==> src/rtl/itch_message_sequencer.sv <==
// Front-end controller of the ITCH parser: delimits length-prefixed messages from the
// 64-bit framer stream, starts and feeds the matching field parser, and keeps statistics.
module itch_message_sequencer #(
    parameter int MAX_LEN = 64,
    parameter int TIMEOUT = 255
) (
    input  logic        clk,
    input  logic        rst,
    input  logic [63:0] in_data,
    input  logic        in_valid,
    output logic        in_ready,
    output logic [4:0]  parser_start,
    output logic [63:0] parser_data,
    output logic        parser_valid,
    output logic [3:0]  parser_beat,
    input  logic [4:0]  parser_done,
    output logic [7:0]  msg_type,
    output logic [15:0] msg_length,
    output logic [31:0] msg_count,
    output logic [15:0] drop_count,
    output logic        err_len,
    output logic        err_timeout
);

    localparam int          WAIT_W    = $clog2(TIMEOUT + 1);
    localparam logic [15:0] MAX_LEN_W = 16'(MAX_LEN);
    localparam logic [WAIT_W-1:0] TIMEOUT_W = WAIT_W'(TIMEOUT);

    typedef enum logic [1:0] {
        IDLE,
        STREAM,
        DROP,
        WAIT_DONE
    } state_t;

    state_t             state_q, state_d;
    logic               in_ready_q, in_ready_d;
    logic [4:0]         parser_start_q, parser_start_d;
    logic [63:0]        parser_data_q, parser_data_d;
    logic               parser_valid_q, parser_valid_d;
    logic [3:0]         parser_beat_q, parser_beat_d;
    logic [7:0]         msg_type_q, msg_type_d;
    logic [15:0]        msg_length_q, msg_length_d;
    logic [31:0]        msg_count_q, msg_count_d;
    logic [15:0]        drop_count_q, drop_count_d;
    logic               err_len_q, err_len_d;
    logic               err_timeout_q, err_timeout_d;
    logic [4:0]         sel_q, sel_d;
    logic [16:0]        beats_left_q, beats_left_d;
    logic               done_seen_q, done_seen_d;
    logic [WAIT_W-1:0]  wait_cnt_q, wait_cnt_d;

    logic               accept;
    logic [15:0]        hdr_len;
    logic [7:0]         hdr_type;
    logic [4:0]         hdr_sel;
    logic [16:0]        beats_total;
    logic [16:0]        hdr_beats_left;
    logic               len_bad;
    logic               done_hit;
    logic [15:0]        drop_count_inc;

    function automatic logic [4:0] type_to_sel(input logic [7:0] t);
        logic [4:0] s;
        case (t)
            8'h41:   s = 5'b00001;
            8'h46:   s = 5'b00010;
            8'h45:   s = 5'b00100;
            8'h43:   s = 5'b01000;
            8'h44:   s = 5'b10000;
            default: s = 5'b00000;
        endcase
        return s;
    endfunction

    // Header decode is evaluated every cycle; it only matters on an IDLE accept.
    assign accept         = in_valid && in_ready_q;
    assign hdr_len        = in_data[15:0];
    assign hdr_type       = in_data[23:16];
    assign hdr_sel        = type_to_sel(hdr_type);
    assign beats_total    = ({1'b0, hdr_len} + 17'd9) >> 3;
    assign hdr_beats_left = beats_total - 17'd1;
    assign len_bad        = (hdr_len == 16'd0) || (hdr_len > MAX_LEN_W);
    assign done_hit       = |(parser_done & sel_q);
    assign drop_count_inc = (drop_count_q == 16'hFFFF) ? drop_count_q : drop_count_q + 16'd1;

    always_comb begin
        state_d        = state_q;
        parser_start_d = '0;
        parser_data_d  = parser_data_q;
        parser_valid_d = 1'b0;
        parser_beat_d  = parser_beat_q;
        msg_type_d     = msg_type_q;
        msg_length_d   = msg_length_q;
        msg_count_d    = msg_count_q;
        drop_count_d   = drop_count_q;
        err_len_d      = 1'b0;
        err_timeout_d  = 1'b0;
        sel_d          = sel_q;
        beats_left_d   = beats_left_q;
        done_seen_d    = done_seen_q;
        wait_cnt_d     = '0;

        case (state_q)
            IDLE: begin
                done_seen_d = 1'b0;
                if (accept) begin
                    msg_type_d   = hdr_type;
                    msg_length_d = hdr_len;
                    beats_left_d = hdr_beats_left;
                    if (len_bad) begin
                        err_len_d    = 1'b1;
                        drop_count_d = drop_count_inc;
                        beats_left_d = '0;
                    end else if (hdr_sel == 5'b00000) begin
                        drop_count_d = drop_count_inc;
                        state_d      = (hdr_beats_left != 17'd0) ? DROP : IDLE;
                    end else begin
                        sel_d          = hdr_sel;
                        parser_start_d = hdr_sel;
                        parser_valid_d = 1'b1;
                        parser_beat_d  = 4'd0;
                        parser_data_d  = in_data;
                        state_d        = (hdr_beats_left != 17'd0) ? STREAM : WAIT_DONE;
                    end
                end
            end

            STREAM: begin
                // A parser may finish before its last beat; remember it for WAIT_DONE.
                if (done_hit) begin
                    done_seen_d = 1'b1;
                end
                if (accept) begin
                    parser_valid_d = 1'b1;
                    parser_data_d  = in_data;
                    parser_beat_d  = parser_beat_q + 4'd1;
                    beats_left_d   = beats_left_q - 17'd1;
                    if (beats_left_q == 17'd1) begin
                        state_d = WAIT_DONE;
                    end
                end
            end

            DROP: begin
                if (accept) begin
                    beats_left_d = beats_left_q - 17'd1;
                    if (beats_left_q == 17'd1) begin
                        state_d = IDLE;
                    end
                end
            end

            WAIT_DONE: begin
                if (done_hit || done_seen_q) begin
                    msg_count_d = msg_count_q + 32'd1;
                    done_seen_d = 1'b0;
                    state_d     = IDLE;
                end else if (wait_cnt_q + 1'b1 == TIMEOUT_W) begin
                    err_timeout_d = 1'b1;
                    state_d       = IDLE;
                end else begin
                    wait_cnt_d = wait_cnt_q + 1'b1;
                end
            end

            default: begin
                state_d = IDLE;
            end
        endcase

        in_ready_d = (state_d != WAIT_DONE);
    end

    always_ff @(posedge clk) begin
        if (rst) begin
            state_q        <= IDLE;
            in_ready_q     <= 1'b0;
            parser_start_q <= '0;
            parser_data_q  <= '0;
            parser_valid_q <= 1'b0;
            parser_beat_q  <= '0;
            msg_type_q     <= '0;
            msg_length_q   <= '0;
            msg_count_q    <= '0;
            drop_count_q   <= '0;
            err_len_q      <= 1'b0;
            err_timeout_q  <= 1'b0;
            sel_q          <= '0;
            beats_left_q   <= '0;
            done_seen_q    <= 1'b0;
            wait_cnt_q     <= '0;
        end else begin
            state_q        <= state_d;
            in_ready_q     <= in_ready_d;
            parser_start_q <= parser_start_d;
            parser_data_q  <= parser_data_d;
            parser_valid_q <= parser_valid_d;
            parser_beat_q  <= parser_beat_d;
            msg_type_q     <= msg_type_d;
            msg_length_q   <= msg_length_d;
            msg_count_q    <= msg_count_d;
            drop_count_q   <= drop_count_d;
            err_len_q      <= err_len_d;
            err_timeout_q  <= err_timeout_d;
            sel_q          <= sel_d;
            beats_left_q   <= beats_left_d;
            done_seen_q    <= done_seen_d;
            wait_cnt_q     <= wait_cnt_d;
        end
    end

    assign in_ready     = in_ready_q;
    assign parser_start = parser_start_q;
    assign parser_data  = parser_data_q;
    assign parser_valid = parser_valid_q;
    assign parser_beat  = parser_beat_q;
    assign msg_type     = msg_type_q;
    assign msg_length   = msg_length_q;
    assign msg_count    = msg_count_q;
    assign drop_count   = drop_count_q;
    assign err_len      = err_len_q;
    assign err_timeout  = err_timeout_q;

endmodule

==> config.mk <==
export PLATFORM = sky130hd
export DESIGN_NAME = itch_message_sequencer
export DESIGN_NICKNAME = d
export VERILOG_FILES = /design/src/rtl/itch_message_sequencer.sv
export SDC_FILE = /design/constraint.sdc
export NUM_CORES = 1
export LEC_CHECK = 0
export ABC_AREA = 0
export CAP_MARGIN = 10
export CORE_ASPECT_RATIO = 2
export CORE_MARGIN = 2
export CORE_UTILIZATION = 44
export DETAILED_ROUTE_END_ITERATION = 6
export GPL_TIMING_DRIVEN = 0
export PLACE_DENSITY_LB_ADDON = 0.25
export SYNTH_ARGS = -nofsm -noshare
export SYNTH_HDL_FRONTEND = slang
export SYNTH_SLANG_ARGS = --single-unit
==> constraint.sdc <==
create_clock -name clk -period 2.7 [get_ports clk]
set_input_delay 0.27 -clock clk [delete_from_list [all_inputs] [get_ports clk]]
set_output_delay 0.27 -clock clk [all_outputs]
set_load 0.05 [all_outputs]
* Yosys cells after proc, flatten, opt, wreduce, memory -nomap -nowiden *
Cells that the tools add are included.

operators by class
  add/sub/neg operators = 7
  order comparisons = 1
  eq/ne operators = 19
  muxes and demuxes = 40
  bitwise logic cells = 6
  reduce and logical (&&, ||, !) cells = 24

operators by type and width
  kind                                                                     count
  64-bit two-way mux                                                       4
  64-bit one-hot mux with 2 select lines                                   1
  17-bit two-way mux                                                       3
  16-bit two-way mux                                                       3
  8-bit by 7-bit equality test with 1-bit output (second input constant)   5
  17-bit one-hot mux with 2 select lines                                   1
  32-bit by 1-bit adder with 32-bit output (second input constant)         1
  5-bit one-hot mux with 5 select lines                                    1
  2-bit two-way mux                                                        11
  16-bit by 4-bit adder with 17-bit output (second input constant)         1
  17-bit by 1-bit equality test with 1-bit output (second input constant)  1
  17-bit nonzero test                                                      1
  17-bit by 1-bit subtractor with 17-bit output (second input constant)    1
  16-bit by 1-bit adder with 16-bit output (second input constant)         1
  16-bit equality test (second input constant)                             1
  16-bit by 7-bit > comparator with 1-bit output (second input constant)   1
  16-bit logical NOT                                                       1
  4-bit two-way mux                                                        4
  14-bit by 1-bit subtractor with 15-bit output (second input constant)    1
  2-bit inequality test (second input constant)                            7
  5-bit OR reduction                                                       2
  3-bit AND reduction                                                      3
  8-bit by 1-bit adder with 8-bit output (second input constant)           1
  8-bit equality test (second input constant)                              1
  other kinds (23)                                                         40

storage, ports and cells
  flip-flop bits (word level) = 182

* Depth between registers and ports, before layout *
Gate-level depths: netlist of run 1.

  depth after elaboration = 9
  gate-level depth with buffers = 11
  gate-level depth less buffers = 10

* Worst setup path after synthesis of run 1 *
Ideal clock, no wire load.

  path kind = input-to-reg
  start = in in_data[3]
  end = reg in_ready_q, in the netlist in_ready
  library setup time = 132 ps
  arrival = 2596 ps
  path slack = -28 ps
  stages = 10
  buffers on the path = 1
  path through = buf_2 > a31oi_1 > xnor2_1 > ha_1 > xnor2_1 > xnor2_1 > or4_1 > nor4_4 > mux2i_1 > a21oi_1

between the ends
  cells in the longest elaborated chain, start to end = 9
  elaborated cells on any way between the ends = 13

RTL lines
  what                                           RTL line  text
  start: declaration                             9         input logic [63:0] in_data,
  16-bit by 4-bit adder with 17-bit output       81        assign beats_total = ({1'b0, hdr_len} + 17'd9) >> 3;
  14-bit by 1-bit subtractor with 15-bit output  82        assign hdr_beats_left = beats_total - 17'd1;
  17-bit nonzero test                            117, 124
  2-bit two-way mux, on equally long branches    124, 117
  2-bit two-way mux                              115       end else if (hdr_sel == 5'b00000) begin
  2-bit two-way mux (*)                          111       if (len_bad) begin
  2-bit two-way mux (*)                          107       if (accept) begin
  2-bit one-hot mux with 4 select lines (*)      104       case (state_q)
  2-bit inequality test (*)                      172       in_ready_d = (state_d != WAIT_DONE);
  end signal: assignment                         195       in_ready_q <= in_ready_d;
  end: declaration                               37        logic in_ready_q, in_ready_d;

Every way passes the cells marked *; elsewhere a longest branch is shown, timed or not.
A chain may end at the register's enable or synchronous reset.

* Final worst setup path of run 1 *
  start = reg beats_left_q[12]
  end = reg in_ready_q, in the netlist in_ready

between the ends
  cells in the longest elaborated chain, start to end = 5
  elaborated cells on any way between the ends = 7

RTL lines
  what                                                 RTL line  text
  start: declaration                                   49        logic [16:0] beats_left_q, beats_left_d;
  start signal: assignment                             207       beats_left_q <= beats_left_d;
  17-bit by 1-bit equality test with 1-bit output (*)  139, 148
  2-bit two-way mux, on equally long branches          148, 139
  2-bit two-way mux, on equally long branches          146, 134
  2-bit one-hot mux with 4 select lines (*)            104
  2-bit inequality test (*)                            172

Marked as above.

==> run_results.csv, run 1 <==
group,metric,value,unit
status,status,"finished clean",
route,ant_nets,0,
sta,maxSlewHeadroom,32.8,%
cells_and_area,final_area,11100,sq um
synthesis,ys.flop_type,"dfxtp_1",
min_path,holdPathEnd,"parser_data[4]",
sta,drv_slew,0,
synthesis,synth_area_leaders,"dfxtp_1 46%, nand2_1 11%, a21oi_1 7.6%, nor2_1 4.2%, xor2_1 3.6%",
sta,hold_viol,0,
synthesis,yosysTopAreaCell,"dfxtp_1",
critical_path,critPathArrivalTime,2940,ps
cells_and_area,antenna_cells,0,
cells_and_area,drive_above_1_share,7.18,%
synthesis,synth_common_cells,"227 x nand2_1, 182 x dfxtp_1, 121 x a21oi_1",
synthesis,avgSynthCellArea,8.13,sq um
route,drt_iter0_drc,373,
min_path,hold_start,"in_data[4]",
synthesis,synth-edff-count,0,
synthesis,synth.top_cell.area_share,46.0,%
sta,rsz0062_at_grt,"false",
sta,setup_violations,0,
synthesis,ys_async_sr_fraction,0,%
global_routing,grt_pass1_vias,7842,
route,drt_wl_total,25500,um
power,leakagePower,3.85,nW
flow_run,drv_cap,0,
route,wire_per_inst,17.7,um
floorplan,ios,221,
critical_path,cp-start-kind,"flop",
route,first_pass_iters,6,
critical_path,rrSetupSlack,100,ps
sta,tightestPinTransition,999,ps
cells_and_area,fill_cells,1508,
critical_path,cp.required,3040,ps
sta,finalSetupTns,0,ps
cells_and_area,post-route-util,62.8,%
min_path,min_path_type,"input port to flop",
cts,cts_tree,"yes",
critical_path,r2r-end,"in_ready",
placed_design,hpwl,19100,um
global_routing,grt_pass1_wl,40200,um
cts,path_clk_slew,70,ps
synthesis,ys_types,65,
synthesis,yosys_warnings,0,
cells_and_area,layout.nets,1300,
sta,timing.final.crit_share,96.2,%
route,vias,7871,
global_routing,track_usage,26.2,%
route,drc,0,
sta,timing.fmax,385,MHz
critical_path,critical_path.top_delay_family,"simple AND/OR/NAND/NOR gates",
placed_design,io_buffers,215,
floorplan,die_area,19200,sq um
critical_path,crit_path_max_fanout,5,
global_routing,grt_max_degree,17,
cells_and_area,multiInputGateArea,4060,sq um
synthesis,syn_inst,974,
sta,finalCriticalPeriod,2600,ps
critical_path,setup.worst_path.class,"flop to flop",
critical_path,crit_chain,"or3_1 -> nor4bb_1 -> nand4_1 -> a221o_1 -> a311oi_2 -> nor2_1 -> a21oi_1",
critical_path,critical_path_buf_inv_count,0,
global_routing,antenna_found_initial,0,
synthesis,synth_nets,1059,
critical_path,rr_startpoint,"beats_left_q[12]",
cells_and_area,final-seq-area,3650,sq um
cts,cts.sink_count,182,
min_path,whs_path_depth,3,
synthesis,ys_seq_elements,182,
floorplan,die_y,194,um
sta,skew,11.0,ps
sta,setup_ws,104,ps
synthesis,syn_area,7920,sq um
critical_path,worstRegToRegCells,7,
cells_and_area,area_growth,40.3,%
cts,ctsHoldBuffers,0,
critical_path,cpMaxStageDelayCell,"nor4bb_1",
power,ir_worst_vdd,0.504,mV
cts,insertion_delay,440,ps
floorplan,initial_core_util,44.7,%
cts,cts_buffer_depth,2,
synthesis,synth.most_common_cell,"nand2_1",
cts,cts_buffers,17,
global_routing,overflow,0,
route,routed_via_density,5.47,
placed_design,dpl_worst_slack,-895,ps
critical_path,slowest_delay,580,ps
floorplan,rows,69,
placed_design,routabilityCongestion,0.875,
floorplan,core-area,17700,sq um
placed_design,dpl_cell_area,10300,sq um
power,p_per_area,534,nW/um^2
floorplan,die_w,98.9,um
cts,htree_levels,4,
critical_path,setup.worst_path.end_class,"flop",
cts,cts_root_buf,"clkbuf_16",
synthesis,yosysSeqAreaShare,46.0,%
-- stage by stage --
step	hold WS, ps	power, mW	std cells
after global routing	167	6.10	1439
after CTS	155	5.95	1434
after detailed placement	446	3.29	1402
after global placement	436	3.29	1402
final	165	5.94	1439
after floorplan	346	3.06	974
-- worst max path at each step --
| stage | from | endpoint | slack [ps] | depth (start not counted) |
|---|---|---|---|---|
| 6_report | beats_left_q[12] | in_ready | 100 | 7 |
| 5_1_grt | beats_left_q[0] | beats_left_q[13] | 30 | 7 |
| 4_1_cts | in_data[0] | in_ready | 8 | 10 |
| 3_5_place_dp | in_data[0] | in_ready | -890 | 10 |
| 3_3_place_gp | in_data[0] | in_ready | -880 | 10 |
| 2_1_floorplan | in_data[3] | in_ready | 70 | 10 |
-- tightest hold or removal path: stages --
cell and delay [ps]:
buf_2 150, nand2_1 70, a21oi_1 50
-- report_power, final --
group | total, mW | switching [mW] | internal [mW]
registers | 2.73 | 0.0215 | 2.71
logic | 0.520 | 0.316 | 0.203
clock network | 2.68 | 1.08 | 1.60
total | 5.94 | 1.42 | 4.52
-- metal layers --
metal / vias to the layer above / track usage [%] / wire [um]
met5: - / 0 / 0
met4: 0 / 14.3 / 1300
met3: 88 / 5.88 / 1290
met2: 262 / 49.7 / 14200
met1: 3696 / 25.3 / 8700
li1: 3825 / - / -
-- cells by family (layout without fill, tap and decap cells) --
logic type / count (synthesis) / after routing / share of synthesized area [%]
buffers and inverters: 68 / 320 / 3.92
XOR/XNOR: 50 / 50 / 5.62
AND/OR/NAND/NOR: 444 / 444 / 25.8
adder cells (fa/ha/maj): 13 / 13 / 2.05
flip-flops: 182 / 182 / 46.0
AO/OA/AOI/OAI: 212 / 212 / 16.0
multiplexers: 5 / 5 / 0.632
-- cell usage in the layout (no fill, tap or decap), drive strengths merged, types with 5 or more instances in the layout --
cell,netlist,layout
nand2,227,227
clkdlybuf4s50,0,212
dfxtp,182,182
a21oi,122,122
nor2,88,88
clkbuf,32,53
o21ai,34,34
xor2,33,33
buf,17,25
nand3,24,24
inv,18,20
nand4,17,17
xnor2,17,17
or3,16,16
and3,15,15
nor3,14,14
ha,13,13
a211oi,11,11
a21o,9,9
and4,7,7
and2,5,5
mux2i,5,5
nor4,5,5
-- sequential cells by signal, indices dropped and copies added (netlist names) --
signal	count
beats_left_q	17
done_seen_q	1
drop_count	16
err_len	1
err_timeout	1
in_ready	1
msg_count	32
msg_length	16
msg_type	8
parser_beat	4
parser_data	64
parser_start	5
parser_valid	1
sel_q	5
state_q	2
wait_cnt_q	8
-- repair_timing --
action	CTS	global route
pin swaps	3	3
resized for setup	11	15
gates cloned	0	0
setup buffers	2	6
endpoints found under the setup margin	31	26
-- cell type report --
class	count	share of cell area, %
plain buffers	48	2.12
clock buffers	20	4.11
clock inverters	10	1.53
inverters	19	0.676
multi-input cells	724	36.5
flip-flops and latches	182	32.8
well taps	213	2.40
repair buffers	223	19.8
(Power assumes the default switching activity.)
==> inputs of run 2 (changes only) <==
--- a/config.mk
+++ b/config.mk
@@ -7,12 +7,15 @@
 export LEC_CHECK = 0
 export ABC_AREA = 0
 export CAP_MARGIN = 10
+export CELL_PAD_IN_SITES_DETAIL_PLACEMENT = 2
+export CELL_PAD_IN_SITES_GLOBAL_PLACEMENT = 2
 export CORE_ASPECT_RATIO = 2
 export CORE_MARGIN = 2
-export CORE_UTILIZATION = 44
+export CORE_UTILIZATION = 25
 export DETAILED_ROUTE_END_ITERATION = 6
 export GPL_TIMING_DRIVEN = 0
 export PLACE_DENSITY_LB_ADDON = 0.25
+export SKIP_CTS_REPAIR_TIMING = 1
 export SYNTH_ARGS = -nofsm -noshare
 export SYNTH_HDL_FRONTEND = slang
 export SYNTH_SLANG_ARGS = --single-unit
==> constraint.sdc (replaced) <==
create_clock -name clk -period 2.7 [get_ports clk]
set_input_delay 0.54 -clock clk [delete_from_list [all_inputs] [get_ports clk]]
set_output_delay 0.54 -clock clk [all_outputs]
set_load 0.05 [all_outputs]
==> run_results.csv, run 2 (synthesized netlist as in run 1, its figures left out) <==
group,metric,value,unit
status,status,"finished with violations",
status,violations,"setup timing",
cts,cts_root_buf,"clkbuf_16",
critical_path,setup.worst_path.end_class,"flop",
critical_path,critical_path.top_delay_family,"simple AND/OR/NAND/NOR gates",
cells_and_area,drive_above_1_share,8.97,%
route,drt_wl_total,31400,um
global_routing,antenna_found_initial,2,
route,routed_via_density,4.84,
power,ir_worst_vdd,0.504,mV
floorplan,initial_core_util,25.3,%
cells_and_area,final_area,11600,sq um
sta,tightestPinTransition,964,ps
global_routing,grt_max_degree,20,
critical_path,crit_chain,"clkbuf_2 -> a31oi_4 -> xnor2_2 -> ha_2 -> xnor2_1 -> xnor2_1 -> or4_4 -> nor4_4 -> buf_4 -> mux2i_1 -> a21oi_1",
cells_and_area,area_growth,46.1,%
cts,htree_levels,4,
route,drc,0,
cts,cts_buffer_depth,2,
floorplan,die_y,256,um
route,drt_iter0_drc,256,
floorplan,die_area,33200,sq um
sta,setup_violations,1,
power,leakagePower,4.05,nW
critical_path,cpMaxStageDelayCell,"or4_4",
placed_design,dpl_cell_area,10600,sq um
sta,rsz0062_at_grt,"true",
global_routing,grt_pass1_vias,8783,
cts,cts_buffers,17,
cts,path_clk_slew,80,ps
power,p_per_area,518,nW/um^2
placed_design,hpwl,23500,um
floorplan,ios,221,
critical_path,critical_path_buf_inv_count,2,
critical_path,crit_path_max_fanout,6,
sta,timing.final.crit_share,101,%
route,first_pass_iters,6,
route,vias,8035,
sta,setup_ws,-16.1,ps
route,ant_nets,0,
sta,skew,15.9,ps
cells_and_area,final_common_cell,"nand2_1",
cts,insertion_delay,460,ps
placed_design,io_buffers,215,
cells_and_area,layout_common_cells,"227 x nand2_1, 202 x clkdlybuf4s50_1, 181 x dfxtp_1",
cts,cts.sink_count,182,
flow_run,drv_cap,0,
sta,drv_slew,0,
critical_path,slowest_delay,550,ps
route,wire_per_inst,18.9,um
global_routing,overflow,0,
cts,cts_tree,"yes",
floorplan,core-area,31300,sq um
global_routing,track_usage,19.0,%
critical_path,critPathMostFrequentCell,"xnor2_1",
global_routing,grt_pass1_wl,48600,um
placed_design,routabilityCongestion,0.785,
floorplan,rows,92,
cells_and_area,largest_reg_flops,64,
sta,hold_viol,0,
cells_and_area,fill_cells,3563,
sta,holdWs,404,ps
sta,timing.fmax,368,MHz
critical_path,cp.required,3000,ps
critical_path,cp-start-kind,"input port",
min_path,min_path_type,"input port to flop",
critical_path,critPathArrivalTime,3010,ps
critical_path,setup.worst_path.class,"input port to flop",
cells_and_area,layout.nets,1309,
sta,finalCriticalPeriod,2720,ps
floorplan,die_w,130,um
sta,maxSlewHeadroom,35.7,%
-- run 2: layout make-up --
| type | instances | area (sq um) | share of cell area, % |
|---|---|---|---|
| antenna | 1 | 2.50 | 0.0216 |
| buffer | 47 | 262 | 2.26 |
| clock buffer | 17 | 425 | 3.68 |
| clock inverter | 15 | 209 | 1.81 |
| inverter | 19 | 75.1 | 0.649 |
| multi-input combinational | 724 | 4110 | 35.5 |
| sequential | 182 | 3640 | 31.5 |
| tap | 423 | 529 | 4.57 |
| timing repair buffer | 233 | 2310 | 20.0 |
-- run 2: worst paths after layout --
kind / start / endpoint / slack, ps / cells after the start
worst max-delay path: in_data[1] / in_ready / -20 / 11
worst min-delay path: in_data[22] / parser_data[22] / 400 / 3
worst max register to register: wait_cnt_q[1] / in_ready / 150 / 8
worst min register to register: parser_data[0] / parser_data[0] / 460 / 2
-- run 2: power by group --
| part | internal (mW) | total (mW) | switching (mW) |
|---|---|---|---|
| sequential | 2.71 | 2.73 | 0.0235 |
| clock | 1.43 | 2.71 | 1.28 |
| combinational | 0.208 | 0.549 | 0.340 |
-- run 2: stage by stage --
| step | setup TNS [ps] | worst slack [ps] | std cells | util (%) | total power [mW] |
|---|---|---|---|---|---|
| after global routing | -198 | -109 | 1660 | 36.9 | 6.26 |
| after CTS | -31840 | -673 | 1644 | 35.9 | 6.07 |
| after global placement | -77520 | -998 | 1612 | 33.9 | 3.31 |
| after floorplan | 0 | 0.890 | 974 | - | 3.06 |
| after detailed placement | -92750 | -1100 | 1612 | 33.9 | 3.33 |
| final | -16.1 | -16.1 | 1661 | 37.0 | 5.99 |
-- run 2: routing by layer --
metal	routed length, um	vias to the layer above	track usage (%)
met5	13	-	0
met4	513	2	4.75
met3	2100	32	6.50
met2	16200	183	33.8
met1	12600	3976	21.2
li1	-	3842	-
-- run 2: tightest hold or removal path, stage by stage --
cell	delay (ps)
dlymetal6s2s_1	160
nand2_1	70
a21oi_1	50
